$ cat src/rtl/led_drv_pkg.sv
// ---------------------------------------------------------------------------
// led_drv_pkg
//
// Shared constants, types and helpers for the LED fade driver.
//
//   LEVEL_W          brightness level width; the PWM period is 2**LEVEL_W clocks
//   MAX_LEVEL        highest brightness level (fully on)
//   level_t          one channel's brightness level
//   target_level()   level a channel settles at for a given on/off request
//
// Build option: LED_FADE_EN (see led_fade_driver) changes how levels move,
// but not anything in this package.
// ---------------------------------------------------------------------------
package led_drv_pkg;

  localparam int LEVEL_W   = 4;
  localparam int MAX_LEVEL = 2**LEVEL_W - 1;

  typedef logic [LEVEL_W-1:0] level_t;

  localparam level_t LEVEL_MAX = level_t'(MAX_LEVEL);
  localparam level_t LEVEL_MIN = '0;

  // An "on" request settles at full brightness, an "off" request at dark.
  function automatic level_t target_level(input logic req);
    return req ? LEVEL_MAX : LEVEL_MIN;
  endfunction

endpackage

$ cat src/rtl/led_fade_channel.sv
// ---------------------------------------------------------------------------
// led_fade_channel
//
// One LED channel: holds the brightness level and turns it into a PWM pin.
//
// Ports
//   clk        in   system clock
//   rst_n      in   synchronous active-low reset
//   req        in   registered on/off request for this LED
//   step_tick  in   one-cycle pulse; the level moves one step toward the
//                   target on this pulse (fade build only)
//   pwm_cnt    in   shared free-running PWM phase counter
//   pwm_out    out  registered PWM drive, active high
//   at_target  out  level currently equals target_level(req)
//
// Build option LED_FADE_EN:
//   defined   - level ramps by one step per step_tick, saturating at both
//               ends; a request reversal simply turns the ramp around from
//               the current level.
//   undefined - level follows target_level(req) every cycle (no ramp);
//               step_tick is ignored.
// ---------------------------------------------------------------------------
module led_fade_channel
  import led_drv_pkg::*;
(
  input  logic               clk,
  input  logic               rst_n,
  input  logic               req,
  input  logic               step_tick,
  input  logic [LEVEL_W-1:0] pwm_cnt,
  output logic               pwm_out,
  output logic               at_target
);

  level_t level_q;
  level_t level_d;
  logic   pwm_q;
  logic   pwm_d;

`ifdef LED_FADE_EN
  // Move one step toward the requested end on each tick. The explicit end
  // checks keep the level from wrapping past 0 or MAX_LEVEL.
  always_comb begin
    level_d = level_q;
    if (step_tick) begin
      if (req && (level_q != LEVEL_MAX)) begin
        level_d = level_q + level_t'(1);
      end else if (!req && (level_q != LEVEL_MIN)) begin
        level_d = level_q - level_t'(1);
      end
    end
  end
`else
  // Without fading the level snaps straight to its end value.
  logic unused_step_tick;
  assign unused_step_tick = step_tick;

  always_comb begin
    level_d = target_level(req);
  end
`endif

  // Level MAX must be solid on, but "level > pwm_cnt" alone would leave one
  // dark cycle per period when pwm_cnt == MAX; hence the explicit MAX term.
  always_comb begin
    pwm_d = (level_q == LEVEL_MAX) || (level_q > pwm_cnt);
  end

  always_ff @(posedge clk) begin
    if (!rst_n) begin
      level_q <= LEVEL_MIN;
      pwm_q   <= 1'b0;
    end else begin
      level_q <= level_d;
      pwm_q   <= pwm_d;
    end
  end

  assign pwm_out   = pwm_q;
  assign at_target = (level_q == target_level(req));

endmodule

$ cat src/rtl/led_fade_driver.sv
// ---------------------------------------------------------------------------
// led_fade_driver
//
// Sits between the Nios II LED PIO export and the board LED pins. Software
// keeps writing plain on/off bits; each LED is driven with a 2**LEVEL_W-level
// PWM whose brightness ramps linearly toward fully on / fully off whenever
// its bit changes.
//
// Parameters
//   STEP_CYCLES  clocks per fade step (>= 2); 50000 at 50 MHz = 1 ms/step
//   NUM_LEDS     number of LED channels
//
// Ports
//   clk          in   system clock (same net as the Nios II clk_clk)
//   rst_n        in   synchronous active-low reset
//   led_in       in   on/off request word, already synchronous to clk
//   led_output   out  registered PWM drive to the LED pins, active high
//   busy         out  registered; high while any level differs from target
//
// Build option LED_FADE_EN:
//   defined   - step prescaler is built, levels ramp one step per
//               STEP_CYCLES clocks, busy reports ramps in progress.
//   undefined - no prescaler; led_output is led_in delayed by three clocks
//               (request, level, output registers); busy is tied to 0.
//
// Timing notes (fade build): step_cnt restarts at 0 out of reset, so the
// first level step lands STEP_CYCLES clocks after release. A level change
// reaches the pin one clock later.
// ---------------------------------------------------------------------------
module led_fade_driver
  import led_drv_pkg::*;
#(
  parameter int STEP_CYCLES = 50000,
  parameter int NUM_LEDS    = 8
) (
  input  logic                clk,
  input  logic                rst_n,
  input  logic [NUM_LEDS-1:0] led_in,
  output logic [NUM_LEDS-1:0] led_output,
  output logic                busy
);

  logic [NUM_LEDS-1:0] led_req_q;
  logic [LEVEL_W-1:0]  pwm_cnt_q;
  logic [LEVEL_W-1:0]  pwm_cnt_d;
  logic                step_tick;
  logic [NUM_LEDS-1:0] pwm_out;
  logic [NUM_LEDS-1:0] at_target;

  // -------------------------------------------------------------------------
  // Input register and shared PWM phase counter. The counter is exactly
  // LEVEL_W bits wide, so the MAX_LEVEL -> 0 wrap is the natural overflow.
  // -------------------------------------------------------------------------
  always_comb begin
    pwm_cnt_d = pwm_cnt_q + LEVEL_W'(1);
  end

  always_ff @(posedge clk) begin
    if (!rst_n) begin
      led_req_q <= '0;
      pwm_cnt_q <= '0;
    end else begin
      led_req_q <= led_in;
      pwm_cnt_q <= pwm_cnt_d;
    end
  end

`ifdef LED_FADE_EN
  // -------------------------------------------------------------------------
  // Step prescaler: counts 0..STEP_CYCLES-1; step_tick marks the last count.
  // -------------------------------------------------------------------------
  localparam int STEP_W = (STEP_CYCLES > 2) ? $clog2(STEP_CYCLES) : 1;
  localparam logic [STEP_W-1:0] STEP_LAST = STEP_W'(STEP_CYCLES - 1);

  logic [STEP_W-1:0] step_cnt_q;
  logic [STEP_W-1:0] step_cnt_d;
  logic              busy_q;
  logic              busy_d;

  assign step_tick = (step_cnt_q == STEP_LAST);

  always_comb begin
    step_cnt_d = step_cnt_q + STEP_W'(1);
    if (step_tick) begin
      step_cnt_d = '0;
    end
  end

  // busy compares against the current request, so it drops one clock after
  // the last channel lands on its target.
  always_comb begin
    busy_d = ~(&at_target);
  end

  always_ff @(posedge clk) begin
    if (!rst_n) begin
      step_cnt_q <= '0;
      busy_q     <= 1'b0;
    end else begin
      step_cnt_q <= step_cnt_d;
      busy_q     <= busy_d;
    end
  end

  assign busy = busy_q;
`else
  // Levels jump straight to target, so there is never anything in flight.
  localparam int unused_step_cycles = STEP_CYCLES;

  logic unused_at_target;
  assign unused_at_target = ^at_target;

  assign step_tick = 1'b0;
  assign busy      = 1'b0;
`endif

  // -------------------------------------------------------------------------
  // Channels: fully independent; channels sharing a request and start level
  // stay aligned because they share step_tick and pwm_cnt.
  // -------------------------------------------------------------------------
  for (genvar i = 0; i < NUM_LEDS; i++) begin : g_chan
    led_fade_channel u_chan (
      .clk       (clk),
      .rst_n     (rst_n),
      .req       (led_req_q[i]),
      .step_tick (step_tick),
      .pwm_cnt   (pwm_cnt_q),
      .pwm_out   (pwm_out[i]),
      .at_target (at_target[i])
    );
  end

  assign led_output = pwm_out;

endmodule

$ cat config.mk
export PLATFORM = sky130hd
export DESIGN_NAME = led_fade_driver
export DESIGN_NICKNAME = d
export VERILOG_FILES = /design/src/rtl/led_drv_pkg.sv /design/src/rtl/led_fade_channel.sv /design/src/rtl/led_fade_driver.sv
export SDC_FILE = /design/constraint.sdc
export NUM_CORES = 1
export LEC_CHECK = 0
export BUFFER_PORTS_ARGS = -buffer_cell sky130_fd_sc_hd__buf_2
export CORE_MARGIN = 4
export CORE_UTILIZATION = 35
export CTS_CLUSTER_SIZE = 8
export DETAILED_ROUTE_END_ITERATION = 7
export PLACE_DENSITY = 0.51
export SYNTH_ARGS = -nofsm -noshare
export SYNTH_HDL_FRONTEND = slang
export SYNTH_HIERARCHICAL = 1
export SYNTH_SLANG_ARGS = --single-unit
$ cat constraint.sdc
create_clock -name clk -period 3.72 [get_ports clk]
set_input_delay 0 -clock clk [delete_from_list [all_inputs] [get_ports clk]]
set_output_delay 0 -clock clk [all_outputs]
set_load 0.02 [all_outputs]
==> results of run 1 <==
==> layer usage <==
layer	routed length, µm	vias to the layer above	part of all wire [%]
met4	30	0	1.0
met2	1590	14	54
met1	1250	555	42
li1	-	630	-
met3	93	2	3.1
met5	0	-	0
==> what timing repair did <==
action	4_1_cts	5_1_grt
endpoints found under the hold margin	8	0
hold buffers	8	0
setup endpoints to repair	0	0
==> flip-flops by register name, indices dropped and copies added, names as in the netlist <==
| register | count |
|---|---|
| pwm_cnt_q | 4 |
| g_chan.u_chan/pwm_out | 8 |
| g_chan.u_chan/level_q | 8 |
| led_req_q | 8 |
==> per-stage QoR <==
| stage | total power, µW | setup slack, ns | hold WS (ns) | utilization, % | instances |
|---|---|---|---|---|---|
| after floorplan | 446 | 2.47 | 0.127 | - | 168 |
| after global placement | 475 | 2.28 | 0.206 | 39.1 | 235 |
| after detailed placement | 488 | 2.24 | 0.209 | 39.1 | 235 |
| after CTS | 663 | 2.22 | 0.206 | 41.8 | 246 |
| after global routing | 698 | 2.09 | 0.241 | 41.8 | 246 |
| final | 650 | 2.24 | 0.197 | 41.8 | 246 |
==> tightest hold or removal path: cells and delay by family <==
family	cells	cell delay (ns)
AO/OA/AOI/OAI	2	0.18
buffers and inverters	1	0.25
==> worst max-delay path by stage <==
stage / startpoint / to / slack, ns / cells past startpoint
after detailed placement: pwm_cnt_q[1]$_SDFF_PN0_ / g_chan[5].u_chan/pwm_out$_SDFF_PN0_ / 2.24 / 5
after global placement: pwm_cnt_q[1]$_SDFF_PN0_ / g_chan[2].u_chan/pwm_out$_SDFF_PN0_ / 2.28 / 5
after CTS: pwm_cnt_q[1]$_SDFF_PN0_ / g_chan[5].u_chan/pwm_out$_SDFF_PN0_ / 2.22 / 5
final: pwm_cnt_q[1]$_SDFF_PN0_ / g_chan[5].u_chan/pwm_out$_SDFF_PN0_ / 2.24 / 5
after floorplan: pwm_cnt_q[1]$_SDFF_PN0_ / g_chan[0].u_chan/pwm_out$_SDFF_PN0_ / 2.47 / 5
after global routing: pwm_cnt_q[1]$_SDFF_PN0_ / g_chan[3].u_chan/pwm_out$_SDFF_PN0_ / 2.09 / 5
==> final cells by class <==
| type | instances | area share [%] |
|---|---|---|
| Inverter | 32 | 6.59 |
| Multi-Input combinational cell | 106 | 47.7 |
| Sequential cell | 28 | 30.8 |
| Tap cell | 52 | 3.57 |
| Timing Repair Buffer | 25 | 9.07 |
| Clock buffer | 3 | 2.27 |
==> power by group through the flow <==
stage / sequential, µW / clock, µW / combinational [µW]
floorplan: 358 / 0 / 87.3
CTS: 341 / 175 / 147
detailed placement: 348 / 0 / 139
global placement: 348 / 0 / 127
global route: 345 / 184 / 168
finish: 341 / 165 / 144
==> flow_summary.ini, run 1 <==
[setup_path]
cp_num_buf_inv = 1
startpoint_type = flip-flop
end_kind = flip-flop
cp_top_family = flip-flops
r2r_end = g_chan[5].u_chan/pwm_out$_SDFF_PN0_
critPathMaxStageDelay_ns = 0.55
crit_chain = inv_1, ha_1, nor2b_1, o211ai_1, a21oi_1
crit_required_ns = 3.88
crit_arrival_ns = 1.64
reg2reg_slack_ns = 2.24
worst-path-max-fanout = 10
reg2regPathDepth = 5
cpMaxStageDelayCell = dfxtp_1
regToRegStartpoint = pwm_cnt_q[1]$_SDFF_PN0_
crit_type = reg2reg

[timing]
rsz0062_at_grt = no
worst_pin_slew_ns = 0.543
drv_slew = 0
setup_viol = 0
hold_violations = 0
fmax_ghz = 0.676
finalCritPeriodShare_pct = 39.8
fin_tns_setup_ns = 0
skew_ns = 0.00425
min_period_ns = 1.48
slew_headroom_pct = 63.8

[die]
initial_core_util_pct = 36.0
die_h_um = 75.0
design.die.area_um2 = 5620
dieWidth_um = 75.0
core_area_um2 = 4350
rows = 24
io_pins = 19

[routing]
vias = 1201
viasPerCell = 4.88
route.detailed.drc = 0
ant_nets = 0
wl_per_cell_um = 12.0
first_pass_iters = 4
totalWireLength_um = 2960
drt-initial-drc-count = 24

[synth]
syn_area_um2 = 1570
synth_area_per_cell_um2 = 9.34
synth_warnings = 6
synth_fp_nets = 211
syn_inst = 168

[grt]
grt_pass1_vias = 1262
grt_util_met2_pct = 23.3
grt_max_degree = 30
overflow = 0
grt_pass1_wl_um = 5240
top_usage_layer = met2
track_usage_pct = 12.2
antenna_found_initial = 0
use_met1_pct = 12.7
gr-usage-met3_pct = 3.34

[finish]
fill_cells = 418
nets = 239
diodes = 0
layout.cells.most_common_list = ha_1 (33), inv_1 (32), dfxtp_1 (28), and2_1 (18), buf_2 (17)
layout_commonest_cell = ha_1
seq_area_um2 = 561
syn_to_final_growth_pct = 16.1
multi_input_area_um2 = 870
drive_above_1_share_pct = 10.3
finalInstanceArea_um2 = 1820

[clocking]
cts_buffers = 3
clockRootBuffer = clkbuf_8
ctsResizeCount = 0
cts_tree = built
postCtsSetupBuffers = 0
clk_pin_slew_ns = 0.09
cts_max_path_buffers = 2
clk_latency_ns = 0.27
cts_sinks = 28
cts.htree.levels = 1

[power_and_ir_drop]
p_sw_share_pct = 28.4
switching_power_uw = 185
p_clk_share_pct = 25.4
seqPwrFrac_pct = 52.4
p_per_area_nw_per_um2 = 357
p_leak_uw = 0.000789
irDropWorstVdd_mv = 0.257
internal-power_uw = 465
p_comb_share_pct = 22.2

[min_path]
hp-start = rst_n
whs_path_depth = 3
min_path_type = in2reg
min_to = g_chan[4].u_chan/pwm_out$_SDFF_PN0_

[place]
hpwl_um = 2080
portBuffers = 17
gp_congestion = 0.718
placed_area_um2 = 1700

[status]
status = completed

[flow_run]
cap_violations = 0
(Power assumes the default switching activity.)
==> run 2, diff against run 1 <==
Clock period 3.72 ns to 1.5 ns, I/O delays scaled along.
==> flow_summary.ini, run 2 (same netlist as run 1, synthesis figures left out) <==
[timing]
drv_slew = 0
skew_ns = 0.00751
min_period_ns = 1.39
fmax_ghz = 0.721
fin_tns_setup_ns = 0
rsz0062_at_grt = no
finalCritPeriodShare_pct = 92.5
setup_viol = 0
hold_violations = 0
setup_ws_ns = 0.112

[power_and_ir_drop]
irDropWorstVdd_mv = 0.549
internal-power_uw = 1220
switching_power_uw = 468
p_clk_share_pct = 28.2
p_leak_uw = 0.000825
seqPwrFrac_pct = 49.4
p_sw_share_pct = 27.7
p_comb_share_pct = 22.4
p_per_area_nw_per_um2 = 895

[status]
status = completed

[finish]
stdcell_count = 252
nets = 244
layout_commonest_cell = ha_1
diodes = 0
drive_above_1_share_pct = 13.5
finalInstanceArea_um2 = 1890
layout.cells.most_common_list = ha_1 (33), inv_1 (32), dfxtp_1 (27), and2_1 (18), buf_2 (17)
syn_to_final_growth_pct = 20.3
fill_cells = 427

[place]
hpwl_um = 2130
dp.cells = 240
placed_area_um2 = 1750
preCtsSetupSlack_ns = 0.0624
portBuffers = 17
gp_congestion = 0.687

[setup_path]
reg2reg_slack_ns = 0.11
crit_start = pwm_cnt_q[3]$_SDFF_PN0_
regToRegStartpoint = pwm_cnt_q[3]$_SDFF_PN0_
crit_arrival_ns = 1.56
reg2regPathDepth = 5
crit_end = g_chan[0].u_chan/pwm_out$_SDFF_PN0_
worst-path-max-fanout = 7
end_kind = flip-flop
crit_type = reg2reg
r2r_end = g_chan[0].u_chan/pwm_out$_SDFF_PN0_
startpoint_type = flip-flop
crit_required_ns = 1.67

[grt]
grt_pass1_vias = 1290
grt_pass1_wl_um = 5150
track_usage_pct = 11.8
antenna_found_initial = 0
grt_max_degree = 30
overflow = 0

[die]
io_pins = 19
dieWidth_um = 75.0
core_area_um2 = 4350
design.die.area_um2 = 5620
die_h_um = 75.0
initial_core_util_pct = 36.0
rows = 24

[routing]
vias = 1214
wl_per_cell_um = 11.4
drt-initial-drc-count = 17
first_pass_iters = 4
ant_nets = 0
route.detailed.drc = 0
viasPerCell = 4.82
totalWireLength_um = 2880

[min_path]
whs_path_depth = 3
min_path_type = in2reg

[clocking]
clk_pin_slew_ns = 0.10
cts_sinks = 28
clk_latency_ns = 0.28
cts.htree.levels = 1
cts_max_path_buffers = 2
clockRootBuffer = clkbuf_8
cts_buffers = 3
cts_tree = built

[flow_run]
cap_violations = 0
==> run 2: worst min path at each step <==
| stage | slack (ns) | startpoint | to |
|---|---|---|---|
| floorplan | 0.13 | led_in[0] | led_req_q[0]$_SDFF_PN0_ |
| global placement | 0.21 | led_in[4] | led_req_q[4]$_SDFF_PN0_ |
| detailed placement | 0.21 | led_in[2] | led_req_q[2]$_SDFF_PN0_ |
| CTS | 0.19 | rst_n | g_chan[0].u_chan/pwm_out$_SDFF_PN0_ |
| global route | 0.23 | rst_n | g_chan[2].u_chan/pwm_out$_SDFF_PN0_ |
| finish | 0.19 | rst_n | g_chan[0].u_chan/pwm_out$_SDFF_PN0_ |
==> run 2: timing repair <==
item                       in CTS  in global routing
buffers inserted                0                  0
resized for setup               0                  1
hold endpoints to repair        8                  0
setup endpoints to repair       0                  6
hold buffers                    8                  0
==> run 2: routing by layer <==
layer	routed length [µm]	track usage [%]	vias to the layer above
li1	-	-	636
met1	1180	12.1	558
met2	1580	23.3	16
met3	97	2.80	4
met4	23	3.75	0
met5	0	0	-
==> run 2: layout make-up <==
class                           count  area (µm²)  area share, %
Tap cell                           52        65.1           3.45
Inverter                           32         120           6.37
Timing Repair Buffer               30         215           11.4
Clock buffer                        4        55.1           2.92
Sequential cell                    28         562           29.8
Multi-Input combinational cell    106         870           46.1
==> run 2: critical path, stage by stage (launching register included) <==
cell and delay [ns]:
dfxtp_1 0.34, buf_4 0.15, inv_1 0.06, ha_1 0.33, a211oi_1 0.30, a21oi_1 0.10
==> run 2: stage by stage <==
step | power [µW] | util, % | hold WS, ns
3_3_place_gp | 1190 | 40.2 | 0.206
5_1_grt | 1800 | 43.3 | 0.232
6_report | 1690 | 43.3 | 0.192
2_1_floorplan | 1110 | - | 0.127
4_1_cts | 1720 | 43.3 | 0.190
3_5_place_dp | 1220 | 40.2 | 0.208
==> run 2: power groups by stage <==
stage	registers (µW)	logic, µW	clock network [µW]
6_report	834	378	477
5_1_grt	843	437	521
4_1_cts	835	382	500
3_5_place_dp	852	365	0
3_3_place_gp	850	341	0
2_1_floorplan	889	216	0
==> run 3, diff against run 2 <==
Settings changed: CORE_ASPECT_RATIO set to 1.25, SYNTH_HIERARCHICAL 1 to not set.
==> flow_summary.ini, run 3 <==
[synth]
ys.flop_type = dfxtp_1
syn_inst = 161
yosysUniqueCellTypes = 22
synth_area_per_cell_um2 = 9.99
synthTopCellsByArea = dfxtp_1 (35%), ha_1 (26%), and2_1 (7.4%)
synth_edf_count = 0
seq_area_frac_synth_pct = 34.9
syn_area_um2 = 1610
synth_warnings = 0
synth_common_cells = ha_1 (33), dfxtp_1 (28), and2_1 (19)
synth_fp_nets = 204
synth_top_cell_area_share_pct = 34.9
synthArstFlopShare_pct = 0
synth_top_cell_by_area = dfxtp_1
synth_most_common_cell = ha_1
synth-seq-cells = 28

[finish]
seq_area_um2 = 562
fill_cells = 422
syn_to_final_growth_pct = 14.9
drive_above_1_share_pct = 17.7
layout.cells.most_common_list = ha_1 (31), dfxtp_1 (27), and2_1 (19), buf_2 (17)
fin_util_pct = 41.8
diodes = 0
nets = 225
multi_input_area_um2 = 926
layout_commonest_cell = ha_1

[place]
hpwl_um = 1950
preCtsSetupSlack_ns = 0.0276
gp_congestion = 0.692
portBuffers = 17

[routing]
totalWireLength_um = 2730
first_pass_iters = 3
drt-initial-drc-count = 48
route.detailed.drc = 0
ant_nets = 0
viasPerCell = 4.76
vias = 1137
wl_per_cell_um = 11.4

[clocking]
cts_tree = built
cts_max_path_buffers = 2
clk_pin_slew_ns = 0.10
cts_sinks = 28
clockRootBuffer = clkbuf_8
cts.htree.levels = 1
clk_latency_ns = 0.28
cts_buffers = 3

[grt]
grt_pass1_vias = 1158
grt_pass1_wl_um = 4860
antenna_found_initial = 0
track_usage_pct = 10.9
overflow = 0
grt_max_degree = 29

[setup_path]
regToRegStartpoint = pwm_cnt_q[3]$_SDFF_PN0_
crit_arrival_ns = 1.57
end_kind = flip-flop
r2r_end = g_chan[7].u_chan.pwm_out$_SDFF_PN0_
worst-path-max-fanout = 4
reg2reg_slack_ns = 0.10
reg2regPathDepth = 5
startpoint_type = flip-flop
crit_type = reg2reg
crit_required_ns = 1.67

[power_and_ir_drop]
p_leak_uw = 0.000829
p_total_uw = 1680
irDropWorstVdd_mv = 0.328
p_per_area_nw_per_um2 = 910

[timing]
hold_violations = 0
fin_tns_setup_ns = 0
finalCritPeriodShare_pct = 93.2
skew_ns = 0.00233
setup_ws_ns = 0.101
drv_slew = 0
setup_viol = 0
rsz0062_at_grt = yes
min_period_ns = 1.40
fin_hold_ws_ns = 0.170
fmax_ghz = 0.715

[die]
core_area_um2 = 4430
dieWidth_um = 68.6
io_pins = 19
die_h_um = 83.8
initial_core_util_pct = 36.3
rows = 27
design.die.area_um2 = 5750

[flow_run]
cap_violations = 0

[min_path]
hp-start = rst_n
min_path_type = in2reg
whs_path_depth = 3
min_to = g_chan[6].u_chan.pwm_out$_SDFF_PN0_

[status]
status = completed
## run 3: cell types whose count changed in the layout (fill, tap and decap cells not counted), moves of 3 or more
cell | before | now
inv_1 | 32 | 10
nand2_1 | 1 | 10
nand4_1 | 8 | 3
o211ai_1 | 8 | 3
o21ai_0 | 8 | 3
o21bai_1 | 0 | 5
o31ai_1 | 0 | 3
## run 3: cells by family (layout without fill, tap and decap cells)
group | after synthesis | after routing | synth area share, %
DFF | 28 | 28 | 34.9
xor gates and xnor gates | 2 | 2 | 1.09
and+or+nand+nor | 42 | 42 | 14.7
buffers and inverters | 23 | 43 | 9.10
other | 1 | 1 | 0.233
adders and majority gates | 33 | 33 | 25.7
AOI/OAI and AO/OA | 32 | 32 | 14.3
## run 3: layout make-up
cell class / count / share of cell area (%)
timing repair buffer: 28 / 10.2
multi-input combinational: 110 / 50.1
tap: 58 / 3.93
inverter: 11 / 2.44
clock buffer: 4 / 2.98
sequential: 28 / 30.4
## run 3: repair_timing
item / 4_1_cts / 5_1_grt
gates resized for setup: 0 / 4
setup buffers: 0 / 2
hold endpoints to repair: 8 / 0
setup endpoints to repair: 0 / 6
hold buffers: 8 / 0
## run 3: power breakdown
group          internal [µW]  leakage [µW]  switching (µW)
clock                    236     0.0000288             244
combinational            177      0.000569             199
sequential               800      0.000232            27.8
total                   1210      0.000829             471
## run 3: layer usage
layer / track usage (%) / up-vias / share of wire (%)
met5: 0 / - / 0
met4: 4.88 / 0 / 2.1
met3: 1.62 / 5 / 2.0
met2: 19.0 / 9 / 53
li1: - / 591 / -
met1: 12.6 / 532 / 42
## run 3: worst max-delay path, stage by stage (launching register included)
cell and delay [ns]:
dfxtp_2 0.37, clkinvlp_4 0.08, buf_4 0.16, ha_1 0.33, a211oi_1 0.26, a21oi_1 0.10
## run 3: worst max-delay path by stage
stage                     slack [ns]                                  end               startpoint
after CTS                      0.007  g_chan[7].u_chan.pwm_out$_SDFF_PN0_  pwm_cnt_q[3]$_SDFF_PN0_
after global routing           -0.03  g_chan[3].u_chan.pwm_out$_SDFF_PN0_  pwm_cnt_q[2]$_SDFF_PN0_
final                           0.10  g_chan[7].u_chan.pwm_out$_SDFF_PN0_  pwm_cnt_q[3]$_SDFF_PN0_
after floorplan                 0.28  g_chan[0].u_chan.pwm_out$_SDFF_PN0_  pwm_cnt_q[3]$_SDFF_PN0_
after global placement          0.09  g_chan[0].u_chan.pwm_out$_SDFF_PN0_  pwm_cnt_q[3]$_SDFF_PN0_
after detailed placement        0.03  g_chan[7].u_chan.pwm_out$_SDFF_PN0_  pwm_cnt_q[3]$_SDFF_PN0_
## run 3: metrics by stage
step / instances / instance area, µm²
5_1_grt: 239 / 1850
2_1_floorplan: 161 / 1610
3_5_place_dp: 225 / 1670
6_report: 239 / 1850
3_3_place_gp: 225 / 1670
4_1_cts: 237 / 1800
